**src/rtl/ballot_session_ctrl_if.sv**
```systemverilog
// Voting-terminal bundle between the session controller and its surroundings:
// officer/voter inputs in, counter strobes and panel indications out.
interface ballot_session_ctrl_if;
  logic       mode;
  logic       issue;
  logic [5:0] vote_valid;
  logic [5:0] cand_inc;
  logic       ballot_ready;
  logic       confirm;
  logic       reject;
  logic       timeout;
  logic [7:0] ballots_issued;
  logic [7:0] ballots_cast;
  logic [2:0] scan_sel;
  logic       scan_valid;

  modport master (
    output mode, issue, vote_valid,
    input  cand_inc, ballot_ready, confirm, reject, timeout,
           ballots_issued, ballots_cast, scan_sel, scan_valid
  );

  modport slave (
    input  mode, issue, vote_valid,
    output cand_inc, ballot_ready, confirm, reject, timeout,
           ballots_issued, ballots_cast, scan_sel, scan_valid
  );
endinterface

```
**src/rtl/ballot_session_ctrl.sv**
```systemverilog
// Ballot session controller: arms one ballot per officer issue, accepts exactly
// one unambiguous vote, and scans candidate indices for display when closed.
module ballot_session_ctrl #(
  parameter int TIMEOUT_CYCLES = 1000,
  parameter int CONFIRM_CYCLES = 10,
  parameter int SCAN_DWELL     = 100
) (
  input  logic                  clock,
  input  logic                  reset,
  ballot_session_ctrl_if.slave  bus
);

  localparam int TW = $clog2(TIMEOUT_CYCLES + 1);
  localparam int CW = $clog2(CONFIRM_CYCLES + 1);
  localparam int DW = $clog2(SCAN_DWELL + 1);

  typedef enum logic [1:0] {IDLE, ARMED, CONFIRM, CLOSED} state_e;

  state_e        state_q, state_d;
  logic [TW-1:0] timer_q, timer_d;
  logic [CW-1:0] conf_cnt_q, conf_cnt_d;
  logic [DW-1:0] dwell_q, dwell_d;
  logic [2:0]    scan_sel_q, scan_sel_d;
  logic [7:0]    issued_q, issued_d;
  logic [7:0]    cast_q, cast_d;
  logic [5:0]    cand_inc_q, cand_inc_d;
  logic          ballot_ready_q, ballot_ready_d;
  logic          confirm_q, confirm_d;
  logic          reject_q, reject_d;
  logic          timeout_q, timeout_d;
  logic          scan_valid_q, scan_valid_d;

  logic vote_single, vote_multi;

  assign vote_single = $onehot(bus.vote_valid);
  assign vote_multi  = (bus.vote_valid != 6'd0) && !vote_single;

  always_comb begin
    state_d    = state_q;
    timer_d    = timer_q;
    conf_cnt_d = conf_cnt_q;
    dwell_d    = dwell_q;
    scan_sel_d = scan_sel_q;
    issued_d   = issued_q;
    cast_d     = cast_q;
    cand_inc_d = 6'd0;
    reject_d   = 1'b0;
    timeout_d  = 1'b0;

    case (state_q)
      IDLE: begin
        if (bus.mode) begin
          state_d    = CLOSED;
          scan_sel_d = 3'd0;
          dwell_d    = '0;
        end else if (bus.issue) begin
          state_d  = ARMED;
          timer_d  = '0;
          issued_d = (issued_q == 8'hFF) ? issued_q : issued_q + 8'd1;
        end
      end
      ARMED: begin
        // Closing the poll voids the ballot even if a vote lands the same cycle.
        if (bus.mode) begin
          state_d    = CLOSED;
          scan_sel_d = 3'd0;
          dwell_d    = '0;
        end else if (vote_single) begin
          state_d    = CONFIRM;
          conf_cnt_d = '0;
          cand_inc_d = bus.vote_valid;
          cast_d     = (cast_q == 8'hFF) ? cast_q : cast_q + 8'd1;
        end else if (timer_q == TW'(TIMEOUT_CYCLES - 1)) begin
          state_d   = IDLE;
          timeout_d = 1'b1;
        end else begin
          timer_d  = timer_q + TW'(1);
          reject_d = vote_multi;
        end
      end
      CONFIRM: begin
        if (conf_cnt_q == CW'(CONFIRM_CYCLES - 1)) begin
          if (bus.mode) begin
            state_d    = CLOSED;
            scan_sel_d = 3'd0;
            dwell_d    = '0;
          end else begin
            state_d = IDLE;
          end
        end else begin
          conf_cnt_d = conf_cnt_q + CW'(1);
        end
      end
      CLOSED: begin
        if (!bus.mode) begin
          state_d    = IDLE;
          scan_sel_d = 3'd0;
          dwell_d    = '0;
        end else if (dwell_q == DW'(SCAN_DWELL - 1)) begin
          dwell_d    = '0;
          scan_sel_d = (scan_sel_q == 3'd5) ? 3'd0 : scan_sel_q + 3'd1;
        end else begin
          dwell_d = dwell_q + DW'(1);
        end
      end
      default: state_d = IDLE;
    endcase

    // Level indications follow the next state so they line up with it.
    ballot_ready_d = (state_d == ARMED);
    confirm_d      = (state_d == CONFIRM);
    scan_valid_d   = (state_d == CLOSED);
  end

  always_ff @(posedge clock) begin
    if (reset) begin
      state_q        <= IDLE;
      timer_q        <= '0;
      conf_cnt_q     <= '0;
      dwell_q        <= '0;
      scan_sel_q     <= 3'd0;
      issued_q       <= 8'd0;
      cast_q         <= 8'd0;
      cand_inc_q     <= 6'd0;
      ballot_ready_q <= 1'b0;
      confirm_q      <= 1'b0;
      reject_q       <= 1'b0;
      timeout_q      <= 1'b0;
      scan_valid_q   <= 1'b0;
    end else begin
      state_q        <= state_d;
      timer_q        <= timer_d;
      conf_cnt_q     <= conf_cnt_d;
      dwell_q        <= dwell_d;
      scan_sel_q     <= scan_sel_d;
      issued_q       <= issued_d;
      cast_q         <= cast_d;
      cand_inc_q     <= cand_inc_d;
      ballot_ready_q <= ballot_ready_d;
      confirm_q      <= confirm_d;
      reject_q       <= reject_d;
      timeout_q      <= timeout_d;
      scan_valid_q   <= scan_valid_d;
    end
  end

  assign bus.cand_inc       = cand_inc_q;
  assign bus.ballot_ready   = ballot_ready_q;
  assign bus.confirm        = confirm_q;
  assign bus.reject         = reject_q;
  assign bus.timeout        = timeout_q;
  assign bus.ballots_issued = issued_q;
  assign bus.ballots_cast   = cast_q;
  assign bus.scan_sel       = scan_sel_q;
  assign bus.scan_valid     = scan_valid_q;

endmodule

```
**src/flat_wrapper.sv**
```systemverilog
// flat-port wrapper written by rule: the top's interface ports become plain ports
module ballot_session_ctrl_flat 
#(
  parameter int TIMEOUT_CYCLES = 1000,
  parameter int CONFIRM_CYCLES = 10,
  parameter int SCAN_DWELL     = 100
)
  (clock, reset, bus_mode, bus_issue, bus_vote_valid, bus_cand_inc, bus_ballot_ready, bus_confirm, bus_reject, bus_timeout, bus_ballots_issued, bus_ballots_cast, bus_scan_sel, bus_scan_valid);
  ballot_session_ctrl_if bus_i ();
  input  logic clock;
  input  logic reset;
  input wire logic [$bits(bus_i.mode)-1:0] bus_mode;
  input wire logic [$bits(bus_i.issue)-1:0] bus_issue;
  input wire logic [$bits(bus_i.vote_valid)-1:0] bus_vote_valid;
  output wire logic [$bits(bus_i.cand_inc)-1:0] bus_cand_inc;
  output wire logic [$bits(bus_i.ballot_ready)-1:0] bus_ballot_ready;
  output wire logic [$bits(bus_i.confirm)-1:0] bus_confirm;
  output wire logic [$bits(bus_i.reject)-1:0] bus_reject;
  output wire logic [$bits(bus_i.timeout)-1:0] bus_timeout;
  output wire logic [$bits(bus_i.ballots_issued)-1:0] bus_ballots_issued;
  output wire logic [$bits(bus_i.ballots_cast)-1:0] bus_ballots_cast;
  output wire logic [$bits(bus_i.scan_sel)-1:0] bus_scan_sel;
  output wire logic [$bits(bus_i.scan_valid)-1:0] bus_scan_valid;
  assign bus_i.mode = bus_mode;
  assign bus_i.issue = bus_issue;
  assign bus_i.vote_valid = bus_vote_valid;
  assign bus_cand_inc = bus_i.cand_inc;
  assign bus_ballot_ready = bus_i.ballot_ready;
  assign bus_confirm = bus_i.confirm;
  assign bus_reject = bus_i.reject;
  assign bus_timeout = bus_i.timeout;
  assign bus_ballots_issued = bus_i.ballots_issued;
  assign bus_ballots_cast = bus_i.ballots_cast;
  assign bus_scan_sel = bus_i.scan_sel;
  assign bus_scan_valid = bus_i.scan_valid;
  ballot_session_ctrl #(.TIMEOUT_CYCLES(TIMEOUT_CYCLES), .CONFIRM_CYCLES(CONFIRM_CYCLES), .SCAN_DWELL(SCAN_DWELL)) u_core (.clock(clock), .reset(reset), .bus(bus_i));
endmodule
```
**config.mk**
```make
export PLATFORM = sky130hd
export DESIGN_NAME = ballot_session_ctrl_flat
export DESIGN_NICKNAME = d
export VERILOG_FILES = /design/src/rtl/ballot_session_ctrl_if.sv /design/src/rtl/ballot_session_ctrl.sv /design/src/flat_wrapper.sv
export SDC_FILE = /design/constraint.sdc
export NUM_CORES = 1
export LEC_CHECK = 0
export CELL_PAD_IN_SITES_DETAIL_PLACEMENT = 1
export CELL_PAD_IN_SITES_GLOBAL_PLACEMENT = 2
export CORE_ASPECT_RATIO = 1.25
export CORE_MARGIN = 1
export CORE_UTILIZATION = 35
export DETAILED_ROUTE_END_ITERATION = 8
export PLACE_DENSITY = 0.95
export SYNTH_ARGS = -nofsm -noshare
export SYNTH_HDL_FRONTEND = slang
export SYNTH_SLANG_ARGS = --single-unit
```
**constraint.sdc**
```tcl
create_clock -name clock -period 9.3 [get_ports clock]
set_input_delay 1.86 -clock clock [delete_from_list [all_inputs] [get_ports clock]]
set_output_delay 1.86 -clock clock [all_outputs]
set_load 0.05 [all_outputs]
```
==> results of run 1 <==
sequential cells by signal, indices dropped and copies added (netlist names):
| signal | count |
|---|---|
| u_core.bus.cand_inc | 6 |
| u_core.bus.ballot_ready | 1 |
| u_core.conf_cnt_q | 4 |
| u_core.bus.scan_sel | 3 |
| u_core.bus.scan_valid | 1 |
| u_core.state_q | 2 |
| u_core.bus.ballots_cast | 8 |
| u_core.bus.reject | 1 |
| u_core.dwell_q | 7 |
| u_core.timer_q | 10 |
| u_core.bus.ballots_issued | 8 |
| u_core.bus.timeout | 1 |
| u_core.bus.confirm | 1 |
layer usage:
layer | vias up | track usage (%) | share of wire, % | routed length (µm)
li1 | 1085 | - | - | -
met1 | 1016 | 19.09 | 45 | 2578
met2 | 29 | 28.34 | 51 | 2894
met3 | 5 | 2.535 | 2.7 | 152
met4 | 0 | 5.698 | 1.2 | 70
met5 | - | 0 | 0 | 0
worst paths after layout:
path,startpoint,end,slack [ns],cells past startpoint
setup / recovery,bus_vote_valid[0],u_core.bus.ballots_cast[5],4.45,10
hold / removal,u_core.timer_q[8],u_core.timer_q[8],0.48,2
setup reg to reg,u_core.state_q[1],u_core.bus.ballots_issued[7],7.13,5
hold reg to reg,u_core.timer_q[8],u_core.timer_q[8],0.48,2
tightest hold or removal path, cell delays in order (launching register included):
cell     delay, ns
dfxtp_1       0.33
o41ai_1       0.06
a21oi_1       0.05
per-stage QoR:
step,instances,area [µm²]
detailed placement,407,3022
finish,413,3095
global placement,407,3022
global route,413,3095
CTS,413,3095
floorplan,287,2551
cells by family (layout without fill, tap and decap cells):
group | after synthesis | after routing | share of synthesized area (%)
AO/OA/AOI/OAI | 33 | 33 | 8.142
XOR/XNOR | 24 | 24 | 8.534
adder cells (fa/ha/maj) | 15 | 15 | 7.945
buffers and inverters | 22 | 58 | 3.335
flip-flops | 53 | 53 | 41.59
multiplexers | 5 | 5 | 2.011
AND/OR/NAND/NOR | 135 | 135 | 28.45
placed cells by master (no fill, tap or decap), drive strengths merged, types with 3 or more instances in the layout:
master,count
o21ai,9
mux2i,4
ha,13
nor2,41
nor3,6
or4,4
and2,3
inv,12
xor2,5
dfxtp,53
xnor2,19
a21oi,10
o31ai,3
nor3b,3
or3,7
nand4,7
nor4,18
or2,4
clkdlybuf4s50,39
nand2,13
nand2b,7
nand3,11
clkbuf,5
layout make-up:
class                           count  area [µm²]
Clock buffer                        5       68.82
Clock inverter                      1       5.005
Fill cell                         842        3924
Inverter                           12       45.04
Multi-Input combinational cell    212        1405
Sequential cell                    53        1061
Tap cell                           90       112.6
Timing Repair Buffer               40       397.9
power breakdown:
part	switching (mW)	internal [mW]	leakage [nW]	total, mW
sequential	0.00788	0.235	0.429	0.243
combinational	0.0498	0.0306	0.575	0.0804
clock	0.0716	0.0498	0.0399	0.121
==> results.md, run 1 <==
- Vias per Instance: around 5.2
- # DRC: 0
- Area Growth Syn to Fin: 21.33%
- Die ar.: 0.007637 mm²
- CP required: around 9.5 ns
- Die H: 97.46 µm
- Hold_ws: 0.4845 ns
- EDFF count, synth: 0
- Worst setup SP type: input port
- Critical path type: in2reg
- Gates resized, CTS repair: 0
- Vias in the first global route: 2175
- Vias: 2135
- Post-route ant nets: 0
- Rel. slew slack: 41.62%
- Total Power: 0.4444 mW
- Ant diodes: 0
- Core Box Area: 0.007019 mm²
- Cts bufs inserted: 5
- DRT Pass-1 Iters: 4
- Congestion Overflow GR: 0
- Pwr dens: 143.6 mW/mm²
- Crit path time final: 4.853 ns
- Clock insertion delay at the later pin of the skew report: ~0.30 ns
- Initial antenna violation count: 0
- Highest clock rate: 206.0 MHz
- Buf/Inv on CP: 2
- Routed len/inst: approximately 14 µm
- Critical Path Sink Type: flip-flop
- Hold bufs inserted after CTS: 0
- Routed WL: 5697 µm
- IO Pins: 40
- Top post-synthesis cells by count: 53 x dfxtp_1, 41 x nor2_1, 19 x xnor2_1
- Arr. time, crit path: 5.04 ns
- FF+latch count, synth: 53
- YS warnings: 0
- Mapped Nets: 312
- Final hold vios: 0
- Cells after synthesis: 287
- Setup Skew: 0.009976 ns
- Top cell type's share of synthesized area: 41.59%
- # port buffers: 39
- Seq/Total Area, Yosys: 41.59%
- GP Congestion: 0.7676
- Nets: 349
- Asr flop ratio synth: 0%
- Starting Density: around 36%
- Final Cycle Share: between 50% and 60%
- Place WS: 4.125 ns
- Unrepaired setup endpoints after global routing: no
- Reg clk slew, reported paths: around 0.090 ns
- Worst-path cell chain: clkdlybuf4s50_1 > inv_1 > ha_1 > fa_1 > ha_1 > nand2b_1 > or4_1 > nor4_1 > xnor2_1 > nor2_1
- DP HPWL: ~4300 µm
- Leak: 1.044 nW
- HP Class: reg2reg
- Syn_area_per_cell: 8.889 µm²
- Die width: 78.36 µm
- CTS tree: done
- Cell taking the most area after synthesis: dfxtp_1
- Top-count cell post-synth: dfxtp_1
- CP peak stage delay: a little over 0.7 ns
- Distinct cells, synth: 45
- Worst setup margin: 4.447 ns
- Max_cap viols: 0
- Max clock buf depth: 2
- H-tree depth: 2
- # rows: 34
- Root Buffer: clkbuf_8
- Slowest CP cell: or4_1
- TritonCTS Sinks: between 50 and 60
- Largest net degree at the start of global routing: 31
- Post-CTS Setup Inserts: 0
- First-pass GRT wire length: 9735 µm
- Setup Viol. Count Final: 0
- VDD IR-drop max: ~0.077 mV
- Worst Path Max Fanout: 9
- Most used cell, CP: ha_1
- Final Max Tran Viols: 0
- Family with the most delay on the worst path: simple AND/OR/NAND/NOR gates
- Setup TNS: 0 ns
- DR iter-0 viols: 80
- Post-Route Utilization: 44.10%
- Slew @ Worst Pin: 0.8683 ns
- Outcome: finished clean
- Gr usage total: 15.95%
- Most used DFF post-synth: dfxtp_1
- Area contributors post-synth: dfxtp_1 42%, xnor2_1 6.5%, ha_1 6.4%, nor2_1 6.0%, nor4_1 4.4%
- Proportion of layout cells with a drive suffix above 1: 4.954%
- Mapped Area: 0.002551 mm²
No activity file was read; power rests on OpenSTA's default activity.
==> run 2: changes to the inputs <==
- CORE_UTILIZATION: 35 -> 32
- PLACE_DENSITY: 0.95 -> 0.89
- clock period: 9.3 -> 5.1 ns (I/O delays scaled with it)
==> run 2 against run 1 <==
  * Combinational power rose by 83%
  * Routed wire length fell by 0.28%
  * Flip-flop and latch count did not move
  * Global-route usage fell by 0.91 points
  * Critical endpoint is now u_core.bus.ballots_cast[7]
  * Largest power group unchanged
==> results.md, run 2 (synthesis results as in run 1) <==
- Cts bufs inserted: 5 (unchanged)
- Proportion of layout cells with a drive suffix above 1: 5.538% (+0.58 points)
- GP Congestion: 0.7385 (-3.8%)
- DR iter-0 viols: 34 (-57%)
- Gr busiest metal: met2
- DP Area: 0.003028 mm² (+0.21%)
- Rel. slew slack: 43.56% (+1.9 points)
- First-pass GRT wire length: 9756 µm (+0.22%)
- DRT Pass-1 Iters: 5 (+1)
- Most common cell after layout, fill and taps aside: dfxtp_1
- # rows: 36 (+5.9%)
- Die ar.: 0.008336 mm² (+9.2%)
- Worst setup SP type: input port
- Outcome: finished clean
- Fillers: 904 (+7.4%)
- Final Max Tran Viols: 0 (unchanged)
- Crit path time final: 4.048 ns
- Reg-to-reg endpoint: u_core.bus.ballots_issued[7]
- Clock insertion delay at the later pin of the skew report: 0.31 ns (about the same)
- Placed cell count: 412 (+1.2%)
- Commonest non-fill, non-tap cells in the layout: 53 x dfxtp_1, 41 x nor2_1, 39 x clkdlybuf4s50_1, 19 x xnor2_1, 18 x nor4_1
- Most used cell, CP: ha_1
- Max clock buf depth: 2 (unchanged)
- Area Growth Syn to Fin: 23.20%
- Buf/Inv on CP: 2 (unchanged)
- Slowest CP cell: or4_1
- Critical path depth: 10 (unchanged)
- Family with the most delay on the worst path: simple AND/OR/NAND/NOR gates
- Vias: 2137 (+0.094%)
- Arr. time, crit path: 4.24 ns (-0.80 ns)
- Reg2reg path depth: 5 (unchanged)
- IO Pins: 40 (unchanged)
- Gates resized, CTS repair: 0 (unchanged)
- Critical path type: in2reg
- Fin cells: 420 (+1.7%)
- Unrepaired setup endpoints after global routing: no
- Total Power: 0.8819 mW (+98%)
- Worst reg2reg startpoint: u_core.state_q[1]
- HP Class: reg2reg
- Vias in the first global route: 2074 (-4.6%)
- HP Start: u_core.timer_q[8]
- Leak: 1.058 nW (+1.4%)
- Hold Path Depth: 2 (unchanged)
- Nets: 349 (unchanged)
- Setup Viol. Count Final: 0 (unchanged)
- Final Cycle Share: between 70% and 80%
- Max_cap viols: 0 (unchanged)
- Critical Path Sink Type: flip-flop
- TritonCTS Sinks: 53 (unchanged)
- Ant diodes: 0 (unchanged)
- Worst-path cell chain: clkdlybuf4s50_1 > inv_1 > ha_1 > fa_1 > ha_1 > nand2b_1 > or4_1 > nor4_1 > xnor2_1 > nor2_1
- Congestion Overflow GR: 0 (unchanged)
- CP peak stage delay: 0.72 ns (about the same)
- Die width: 81.86 µm (+4.5%)
- Pwr dens: 280.6 mW/mm² (+95%)
- Largest register by flop count: u_core.timer_q
- Highest clock rate: 247.0 MHz
- Final hold vios: 0 (unchanged)
- Routing usage on met2: 26.26% (-2.1 points)
- Vias per Instance: 5.088 (-1.6%)
- Initial antenna violation count: 0 (unchanged)
- Setup TNS: 0 ns (unchanged)
- Crit path capture: u_core.bus.ballots_cast[7]
- CTS tree: done
- Max reg flops: 10 (unchanged)
- Reg clk slew, reported paths: 0.10 ns (about the same)
- Reg-to-reg slack, setup: 2.88 ns (-4.25 ns)
- CP required: 5.29 ns (-4.20 ns)
- Multi-input logic area: 0.001405 mm² (unchanged)
- Post-Route Utilization: 40.57% (-3.5 points)
- Routed len/inst: 13.53 µm (-1.9%)
- Post-route ant nets: 0 (unchanged)
- Worst Path Max Fanout: 9 (unchanged)
- Die H: 101.8 µm (+4.5%)
- Setup Skew: 0.009030 ns (-0.0009458 ns)
- Register area: 0.001061 mm² (unchanged)
- Root Buffer: clkbuf_8
- Hold bufs inserted after CTS: 0 (unchanged)
- Gr usage total: 15.04% (-0.91 points)
- DP HPWL: 4203 µm (-2.6%)
- H-tree depth: 2 (unchanged)
- VDD IR-drop max: 0.2099 mV (+170%)
- # DRC: 0 (unchanged)
- Starting Density: 32.93% (-3.4 points)
- Fin area: 0.003143 mm² (+1.5%)
- Core Box Area: 0.007747 mm² (+10%)
- Slew @ Worst Pin: 0.8395 ns (-0.02883 ns)
- Met3 Track Usage GR: 2.679% (+0.14 points)
- # port buffers: 39 (unchanged)
- GRT met1 Usage: 18.60% (-0.48 points)
- Worst Setup SP: bus_vote_valid[0]
- Largest net degree at the start of global routing: 31 (unchanged)
- Routed WL: 5681 µm (-0.28%)
- Post-CTS Setup Inserts: 0 (unchanged)
## run 2: changes by cell type in the layout (fill, tap and decap cells not counted), sizes merged
| cell | delta |
|---|---|
| bufinv | +1 |
| clkinvlp | +1 |
## run 2: per-layer routing
layer / wire (µm) / vias to the layer above / part of all wire, %
li1: - / 1090 / -
met3: 172 / 5 / 3.0
met1: 2574 / 1010 / 45
met4: 70 / 0 / 1.2
met2: 2863 / 32 / 50
met5: 0 / - / 0
## run 2: layout make-up
type,count,area share [%]
Multi-Input combinational cell,212,44.71
Sequential cell,53,33.76
Timing Repair Buffer,40,12.66
Tap cell,95,3.782
Clock buffer,5,2.189
Clock inverter,3,1.473
Inverter,12,1.433
## run 2: worst min path at each step
stage,endpoint
finish,u_core.timer_q[8]
global route,u_core.bus.scan_sel[2]
global placement,u_core.timer_q[8]
floorplan,u_core.bus.timeout
detailed placement,u_core.timer_q[8]
CTS,u_core.timer_q[8]
## run 2: worst reg2reg max path, cell delays in order, from the launching register on
cell,delay (ns)
dfxtp_1,0.39
nor4b_1,0.74
o31ai_1,0.39
nor4_1,0.38
xnor2_1,0.16
nor2_1,0.05
## run 2: where the power goes
group          total, mW  leakage, nW  internal (mW)  switching [mW]
combinational      0.147        0.575         0.0555          0.0912
sequential         0.443        0.429          0.428          0.0148
clock              0.292       0.0543          0.147           0.145
## run 2: stage by stage
step / hold slack, ns / worst slack (ns)
after floorplan: 0.4415 / 1.494
after global placement: 0.4671 / 0.8179
after detailed placement: 0.4765 / 0.6956
after CTS: 0.4937 / 1.038
after global routing: 0.5180 / 0.8581
final: 0.4885 / 1.052
==> run 3: changes to the inputs <==
- clock period: 5.1 -> 4.2 ns (I/O delays scaled with it)
==> run 3 against run 2 <==
  * Worst setup slack got worse by 0.49 ns
  * Design area increased by 0.72%
  * Total power increased by 23%
  * Via count increased by 0.75%
  * Worst hold slack got worse by 0.0013 ns
  * Utilization increased by 0.29 points
  * Non-clock buffer count increased by 3
  * Sequential share of layout area decreased by 0.24 points
  * Sequential power increased by 21%
  * First-iteration DRC count decreased by 2.9%
  * Die area unchanged
  * Register-to-register slack got worse by 0.76 ns
  * Critical endpoint is now u_core.timer_q[9]
==> results.md, run 3 (synthesis results as in run 1) <==
- Root Buffer: clkbuf_8
- HP Class: reg2reg
- Commonest non-fill, non-tap cells in the layout: 53 x dfxtp_1, 41 x nor2_1, 39 x clkdlybuf4s50_1, 19 x xnor2_1, 18 x nor4_1
- Post-route ant nets: 0 (unchanged)
- Final hold vios: 0 (unchanged)
- Reg clk slew, reported paths: 0.10 ns (about the same)
- Vias: 2153 (+0.75%)
- Starting Density: 32.93% (unchanged)
- Routed WL: 5854 µm (+3.0%)
- Slew @ Worst Pin: 0.8947 ns (+0.05525 ns)
- Critical Path Sink Type: flip-flop
- Congestion Overflow GR: 0 (unchanged)
- Gates resized, CTS repair: 0 (unchanged)
- Die width: 81.86 µm (unchanged)
- Rel. slew slack: 39.84% (-3.7 points)
- Clock insertion delay at the later pin of the skew report: 0.31 ns (about the same)
- Leak: 1.073 nW (+1.4%)
- Place WS: 0.2252 ns (-0.4705 ns)
- # port buffers: 39 (unchanged)
- Arr. time, crit path: 3.89 ns (-0.35 ns)
- Hold_ws: 0.4872 ns (-0.001309 ns)
- Cts bufs inserted: 5 (unchanged)
- DR iter-0 viols: 33 (-2.9%)
- Final Max Tran Viols: 0 (unchanged)
- Area Growth Syn to Fin: 24.08%
- # DRC: 0 (unchanged)
- # rows: 36 (unchanged)
- Largest register by flop count: u_core.timer_q
- Setup Skew: 0.01062 ns (+0.001592 ns)
- Fin cells: 423 (+0.71%)
- Max reg flops: 10 (unchanged)
- Die H: 101.8 µm (unchanged)
- Pwr dens: 341.6 mW/mm² (+22%)
- Vias in the first global route: 2160 (+4.1%)
- Hold bufs inserted after CTS: 0 (unchanged)
- Worst setup margin: 0.5614 ns (-0.4903 ns)
- Gr busiest metal: met2
- Ant diodes: 0 (unchanged)
- TritonCTS Sinks: 53 (unchanged)
- CTS tree: done
- DP HPWL: 4431 µm (+5.4%)
- Critical path type: in2reg
- Met3 Track Usage GR: 2.411% (-0.27 points)
- Highest clock rate: 274.8 MHz
- GRT met1 Usage: 18.98% (+0.38 points)
- Unrepaired setup endpoints after global routing: no
- Gr usage total: 15.30% (+0.25 points)
- Max_cap viols: 0 (unchanged)
- VDD IR-drop max: 0.2137 mV (+1.8%)
- IO Pins: 40 (unchanged)
- Worst setup SP type: input port
- Die ar.: 0.008336 mm² (unchanged)
- GP Congestion: 0.7546 (+2.2%)
- Max clock buf depth: 2 (unchanged)
- First-pass GRT wire length: 10010 µm (+2.6%)
- Core Box Area: 0.007747 mm² (unchanged)
- DRT Pass-1 Iters: 4 (-1)
- Proportion of layout cells with a drive suffix above 1: 6.402% (+0.86 points)
- Setup Viol. Count Final: 0 (unchanged)
- H-tree depth: 2 (unchanged)
- CP required: 4.45 ns (-0.84 ns)
- Crit path time final: approximately 3.6 ns
- Setup TNS: 0 ns (unchanged)
- Post-Route Utilization: 40.86% (+0.29 points)
- Routed len/inst: 13.84 µm (+2.3%)
- Placed cell count: 415 (+0.73%)
- Reg2reg path depth: 5 (unchanged)
- Initial antenna violation count: 0 (unchanged)
- Post-CTS Setup Inserts: 0 (unchanged)
- Vias per Instance: 5.090 (about the same)
- Worst Path Max Fanout: 15 (+6)
- Outcome: finished clean
- Routing usage on met2: 27.27% (+1.0 points)
- Hold Path Depth: 2 (unchanged)
- Nets: 352 (+0.86%)
- Final Cycle Share: roughly 87%
- Largest net degree at the start of global routing: 31 (unchanged)
- Most common cell after layout, fill and taps aside: dfxtp_1
## run 3: area by class of cell
type,count,area [µm²]
fillers,924,4582
multi-input cells,212,1405
flip-flops and latches,53,1061
repair buffers,43,420.4
well taps,95,118.9
clock buffers,5,68.82
clock inverters,3,46.29
inverters,12,45.04
## run 3: through the flow
step	total power, mW	instance area [µm²]
final	1.081	3166
after global routing	1.140	3166
after CTS	1.100	3166
after detailed placement	0.7392	3050
after global placement	0.7307	3050
after floorplan	0.6761	2551
## run 3: critical path, stage by stage
cell	delay, ns
clkdlybuf4s50_1	0.48
inv_1	0.06
ha_1	0.31
fa_1	0.42
ha_1	0.30
nand2b_1	0.12
buf_4	0.16
nor3_1	0.09
or3_4	0.46
or4_1	0.49
a21oi_1	0.15
## run 3: per-layer routing
layer	routed length, µm	part of all wire (%)	vias up
met3	168	2.9	4
met2	2946	50	28
met5	0	0	-
met1	2678	46	1029
li1	-	-	1092
met4	61	1.0	0
## run 3: report_power, final
part	total, mW	switching (mW)	internal [mW]
Combinational	0.188	0.114	0.0744
Sequential	0.538	0.0182	0.520
Clock	0.355	0.177	0.179
## run 3: worst paths after layout
| check | start | end | slack [ns] |
|---|---|---|---|
| worst max-delay path | bus_vote_valid[0] | u_core.timer_q[9] | 0.56 |
| worst min-delay path | u_core.timer_q[8] | u_core.timer_q[8] | 0.49 |
| worst max register to register | u_core.state_q[0] | u_core.bus.ballots_cast[5] | 2.12 |
| worst min register to register | u_core.timer_q[8] | u_core.timer_q[8] | 0.49 |
==> variant 1, RTL diff (settings of run 3) <==
Re-encode `state_e` (4 states) as one-hot, 4 bits wide.
--- a/src/rtl/ballot_session_ctrl.sv
+++ b/src/rtl/ballot_session_ctrl.sv
@@ -15,5 +15,5 @@
   localparam int DW = $clog2(SCAN_DWELL + 1);
 
-  typedef enum logic [1:0] {IDLE, ARMED, CONFIRM, CLOSED} state_e;
+  typedef enum logic [3:0] {IDLE = 4'b0001, ARMED = 4'b0010, CONFIRM = 4'b0100, CLOSED = 4'b1000} state_e;
 
   state_e        state_q, state_d;
Formal check against the unedited RTL: same outputs for any inputs over 10 cycles, from zero or initial values and one cycle with reset high; not proved beyond that.
==> variant 1 against run 3 <==
Total power grew 3.1%; worst setup slack gained 170 ps; combinational power shrank 22%; wire length grew 39%; global-route usage grew 1.7 points; synthesized cell count grew 20%; area after synthesis grew 19%; sequential cell count grew 2; count of clock-buffer cells in the layout is the same; sequential share of layout area shrank 3.5 points; final area grew 16%; non-clock buffer count is the same; highest routed layer unchanged.
==> variant 1: results (changes against run 3) <==
- Status: completed
- FF-to-FF setup slack: 1790 ps (-330 ps)
- Clock skew: 6.77 ps (-3.85 ps)
- Slowest CP cell: clkdlybuf4s50_1
- M3 GR Usage: 2.83% (+0.42 points)
- Proportion of layout cells with a drive suffix above 1: 7.92% (+1.5 points)
- LEAKAGE: 1.24 nW (+16%)
- Fraction of the yosys area taken by sequential cells: 36.4% (-5.2 points)
- DRT Wirelength: 8130 um (+39%)
- Synth area leaders: dfxtp_1, ha_1, nand3_1, nand4_1, and3_1
- Post-synthesis net count: 369 (+18%)
- Critical Path Fanout Max: 11 (-4)
- Top cells by count, synth: dfxtp_1, nand3_1, inv_1, nand2_1, a21oi_1
- Filler cells: 1123 (+22%)
- Gr usage total: 17.0% (+1.7 points)
- Met1 Usage GRT: 21.0% (+2.0 points)
- Post-synth cell types: 60 (+33%)
- Setup bufs post-CTS: 0 (unchanged)
- VDD IR max: 0.143 mV (-33%)
- NumNets Final: 403 (+14%)
- Worst r2r path cells: 4 (-1)
- Clock slew seen by the registers of the worst setup and hold paths: 80 ps (-20 ps)
- Slew headroom: 50.7% (+11 points)
- Pin count of the biggest net entering global routing: 22 (-29%)
- Hpwl dp: 5710 um (+29%)
- CTS Buf Count: 5 (unchanged)
- Critical Path AT: 3640 ps (-250 ps)
- Iteration-0 DRC Markers: 106 (+220%)
- RePlAce Congestion: 0.795 (+5.3%)
- R2r startpoint: u_core.state_q[1]
- Post-Layout Cell Count: 502 (+19%)
- Placed instance count: 494 (+19%)
- Post-Synthesis Cells: 344 (+20%)
- H-tree levels: 2 (unchanged)
- First-pass GRT wire length: 13500 um (+35%)
- Worst setup path startpoint: bus_vote_valid[0]
variant 1: logic make-up after synthesis:
family,Yosys count,synth area share (%)
AOI/OAI and AO/OA,79,18.9
xor gates and xnor gates,6,1.74
adders and majority gates,15,6.70
buffers and inverters,35,4.88
DFF,55,36.4
muxes,3,1.07
and+or+nand+nor,151,30.4
variant 1: cell type report:
cell class	instances	area [um^2]	share of cell area, %
clock buffers	5	125	3.41
clock inverters	3	22.5	0.613
inverters	19	71.3	1.94
multi-input cells	254	1780	48.4
flip-flops and latches	55	1100	30.0
well taps	123	154	4.19
repair buffers	43	420	11.4
variant 1: metal layers:
layer  part of all wire [%]  wire [um]  vias up
met5                      0          0        -
met4                    1.8        146        0
met3                    3.7        297       12
met2                     50       4020       62
met1                     45       3660     1371
li1                       -          -     1396
variant 1: worst min path at each step:
| stage | from | end | slack (ps) | cells past startpoint |
|---|---|---|---|---|
| 2_1_floorplan | u_core.dwell_q[6] | u_core.dwell_q[6] | 440 | 1 |
| 3_3_place_gp | u_core.dwell_q[1] | u_core.dwell_q[1] | 470 | 2 |
| 3_5_place_dp | u_core.dwell_q[6] | u_core.dwell_q[6] | 480 | 1 |
| 4_1_cts | u_core.dwell_q[6] | u_core.dwell_q[6] | 490 | 1 |
| 5_1_grt | u_core.dwell_q[1] | u_core.dwell_q[1] | 520 | 2 |
| 6_report | u_core.dwell_q[6] | u_core.dwell_q[6] | 490 | 1 |
variant 1: where the power goes:
group,switching [mW],total [mW],internal [mW]
Combinational,0.0943,0.146,0.0518
Clock,0.202,0.426,0.224
Sequential,0.0152,0.543,0.527
Total,0.312,1.11,0.803
variant 1: critical path: cells and delay by family:
family,cells,cell delay [ps]
AOI/OAI and AO/OA,2,480
adders and majority gates,3,910
buffers and inverters,5,940
and+or+nand+nor,2,480
variant 1: per-stage QoR:
stage / setup slack (ps) / util [%]
after floorplan: 1240 / -
after global placement: 479 / 38.4
after detailed placement: 406 / 38.4
after CTS: 712 / 40.0
after global routing: 526 / 40.0
final: 730 / 40.0
==> variant 2, RTL diff (flow settings as in run 3) <==
Made on the original files. `SCAN_DWELL` is set to 100 in 2 places; all go to 150.
--- a/src/rtl/ballot_session_ctrl.sv
+++ b/src/rtl/ballot_session_ctrl.sv
@@ -4,5 +4,5 @@
   parameter int TIMEOUT_CYCLES = 1000,
   parameter int CONFIRM_CYCLES = 10,
-  parameter int SCAN_DWELL     = 100
+  parameter int SCAN_DWELL     = 150
 ) (
   input  logic                  clock,
--- a/src/flat_wrapper.sv
+++ b/src/flat_wrapper.sv
@@ -4,5 +4,5 @@
   parameter int TIMEOUT_CYCLES = 1000,
   parameter int CONFIRM_CYCLES = 10,
-  parameter int SCAN_DWELL     = 100
+  parameter int SCAN_DWELL     = 150
 )
   (clock, reset, bus_mode, bus_issue, bus_vote_valid, bus_cand_inc, bus_ballot_ready, bus_confirm, bus_reject, bus_timeout, bus_ballots_issued, bus_ballots_cast, bus_scan_sel, bus_scan_valid);
Check against the original RTL: same outputs for any inputs over 10 cycles, from zero or initial values and one cycle with reset high; that may be too few to reach the edited logic, so the function may still have changed.
==> variant 2 against run 3 <==
Via count barely moved; fmax up 3.1%; wire length shrank 2.5%; largest power group unchanged; area after synthesis grew 3.5%; global-route usage decreased by 1.5 points; final cell count down 0.24%; critical endpoint is now u_core.timer_q[7]; highest routed layer unchanged; sequential cell count is 1 higher; non-clock buffer count is 3 lower; sequential share of layout area is 0.25 points higher; final area is 1.1% higher; critical path type unchanged; worst setup slack improved by 110 ps; total power shrank 5.2%; worst hold slack worse by 8.6 ps.
==> variant 2: results (changes against run 3) <==
- Inverter count: 11 (-1)
- Top cells by count, synth: dfxtp_1, nor2_1, nand2_1, ha_1, xor2_1
- Setup bufs post-CTS: 0 (unchanged)
- Clock skew: 4.15 ps (-6.48 ps)
- Hold WC Path Type: reg2reg
- FFs & Latches: 54 (+1.9%)
- H-tree levels: 2 (unchanged)
- VDD IR max: 0.121 mV (-44%)
- Slew headroom: 53.3% (+13 points)
- Synth area leaders: dfxtp_1, ha_1, nor2_1, xor2_1, xnor2_1
- Vias in the first global route: 2133 (-1.3%)
- Post-synth cell types: 50 (+11%)
- Worst-skew pair later-pin latency: 310 ps (about the same)
- Total sequential power: 540 uW (about the same)
- CLK BUF: 8 (+3)
- Critical Path AT: 3770 ps (-120 ps)
- Post-Layout Cell Count: 422 (-0.24%)
- CTS Buffer Depth: 2 (unchanged)
- Root Driver: clkbuf_8
- Placed instance count: 414 (-0.24%)
- Filler cells: 911 (-1.4%)
- Number of non-clock buffers: 40 (-7.0%)
- Pint: 750 uW (-2.9%)
- Status: completed
- Placed cell area: 3090 um^2 (+1.4%)
- Met2 Use GR: 23.9% (-3.4 points)
- Post-synthesis net count: 316 (+1.3%)
- Fraction of the yosys area taken by sequential cells: 40.9% (-0.64 points)
- Met1 Usage GRT: 16.3% (-2.7 points)
- Pin count of the biggest net entering global routing: 41 (+32%)
- Post-Synthesis Cells: 290 (+1.0%)
- Proportion of layout cells with a drive suffix above 1: 7.03% (+0.63 points)
- Multi-input comb cells: 214 (+0.94%)
- Clock slew seen by the registers of the worst setup and hold paths: 90 ps
- Gr usage total: 13.8% (-1.5 points)
- Ys Warns: 0 (unchanged)
- RePlAce Congestion: 0.738 (-2.1%)
- Critical Path Fanout Max: 8 (-7)
- Area of the multi-input gates: 1450 um^2 (+3.4%)
- DR pass1 iterations: 3 (-1)
- PortBufs: 39 (unchanged)
- Storage element area: 1080 um^2 (+1.9%)
- Hpwl dp: 4270 um (-3.7%)
- Async SR Flop Fraction: 0% (unchanged)
- Total power: 1.03 mW (-5.2%)
- Iteration-0 DRC Markers: 61 (+85%)
- Most flops, register: u_core.timer_q
- Signal buf overhead: 12.4% (-0.85 points)
- Slowest CP cell: clkdlybuf4s50_1
- First-pass GRT wire length: 9770 um (-2.3%)
- Clock network power: 332 uW (-6.5%)
- Post-cts resize count: 0 (unchanged)
- Via count: 2154 (+0.046%)
- M3 GR Usage: 2.87% (+0.46 points)
- Layout clock area frac: 3.44% (-0.20 points)
- Slowest stage delay, CP: 480 ps
- Top delay family on crit path: adder cells
- DRT Wirelength: 5710 um (-2.5%)
- LEAKAGE: 1.18 nW (+9.8%)
-- variant 2: changes by cell type in the layout (fill, tap and decap cells not counted), sizes merged, moves of 3 or more --
cell / before / now
buf: 4 / 1
xor2: 5 / 14
nor4: 18 / 10
clkbuf: 5 / 8
xnor2: 19 / 9
and3: 2 / 5
nand2b: 7 / 4
or3: 7 / 10
or4: 4 / 0
-- variant 2: logic make-up (layout without fill, tap and decap cells) --
group                    count (synthesis)  in the layout  synth area share, %
AND/OR/NAND/NOR                        134            134                 27.4
flip-flops                              54             54                 40.9
AO/OA/AOI/OAI                           36             36                 9.67
XOR/XNOR                                23             23                 7.92
buffers and inverters                   22             59                 4.03
adder cells (fa/ha/maj)                 16             16                 8.15
multiplexers                             5              5                 1.90
-- variant 2: final timing paths --
path / depth (start not counted) / slack [ps] / to
worst max-delay path: 10 / 670 / u_core.timer_q[7]
worst min-delay path: 2 / 480 / u_core.timer_q[8]
worst max register to register: 5 / 2080 / u_core.bus.ballots_cast[4]
worst min register to register: 2 / 480 / u_core.timer_q[8]
-- variant 2: metrics by stage --
| stage | setup WS [ps] | util [%] | hold slack (ps) |
|---|---|---|---|
| 6_report | 670 | 40.6 | 479 |
| 3_3_place_gp | 437 | 39.2 | 470 |
| 3_5_place_dp | 285 | 39.2 | 479 |
| 5_1_grt | 490 | 40.6 | 513 |
| 4_1_cts | 631 | 40.6 | 493 |
| 2_1_floorplan | 1070 | - | 443 |
-- variant 2: routing by layer --
layer | wire [um] | share of wire, %
met1 | 2550 | 45
met2 | 2890 | 51
met3 | 144 | 2.5
met4 | 121 | 2.1
met5 | 0 | 0
-- variant 2: worst min-delay path: stages (launching register included) --
cell     delay (ps)
dfxtp_1         330
nand2_1          50
mux2i_1          50
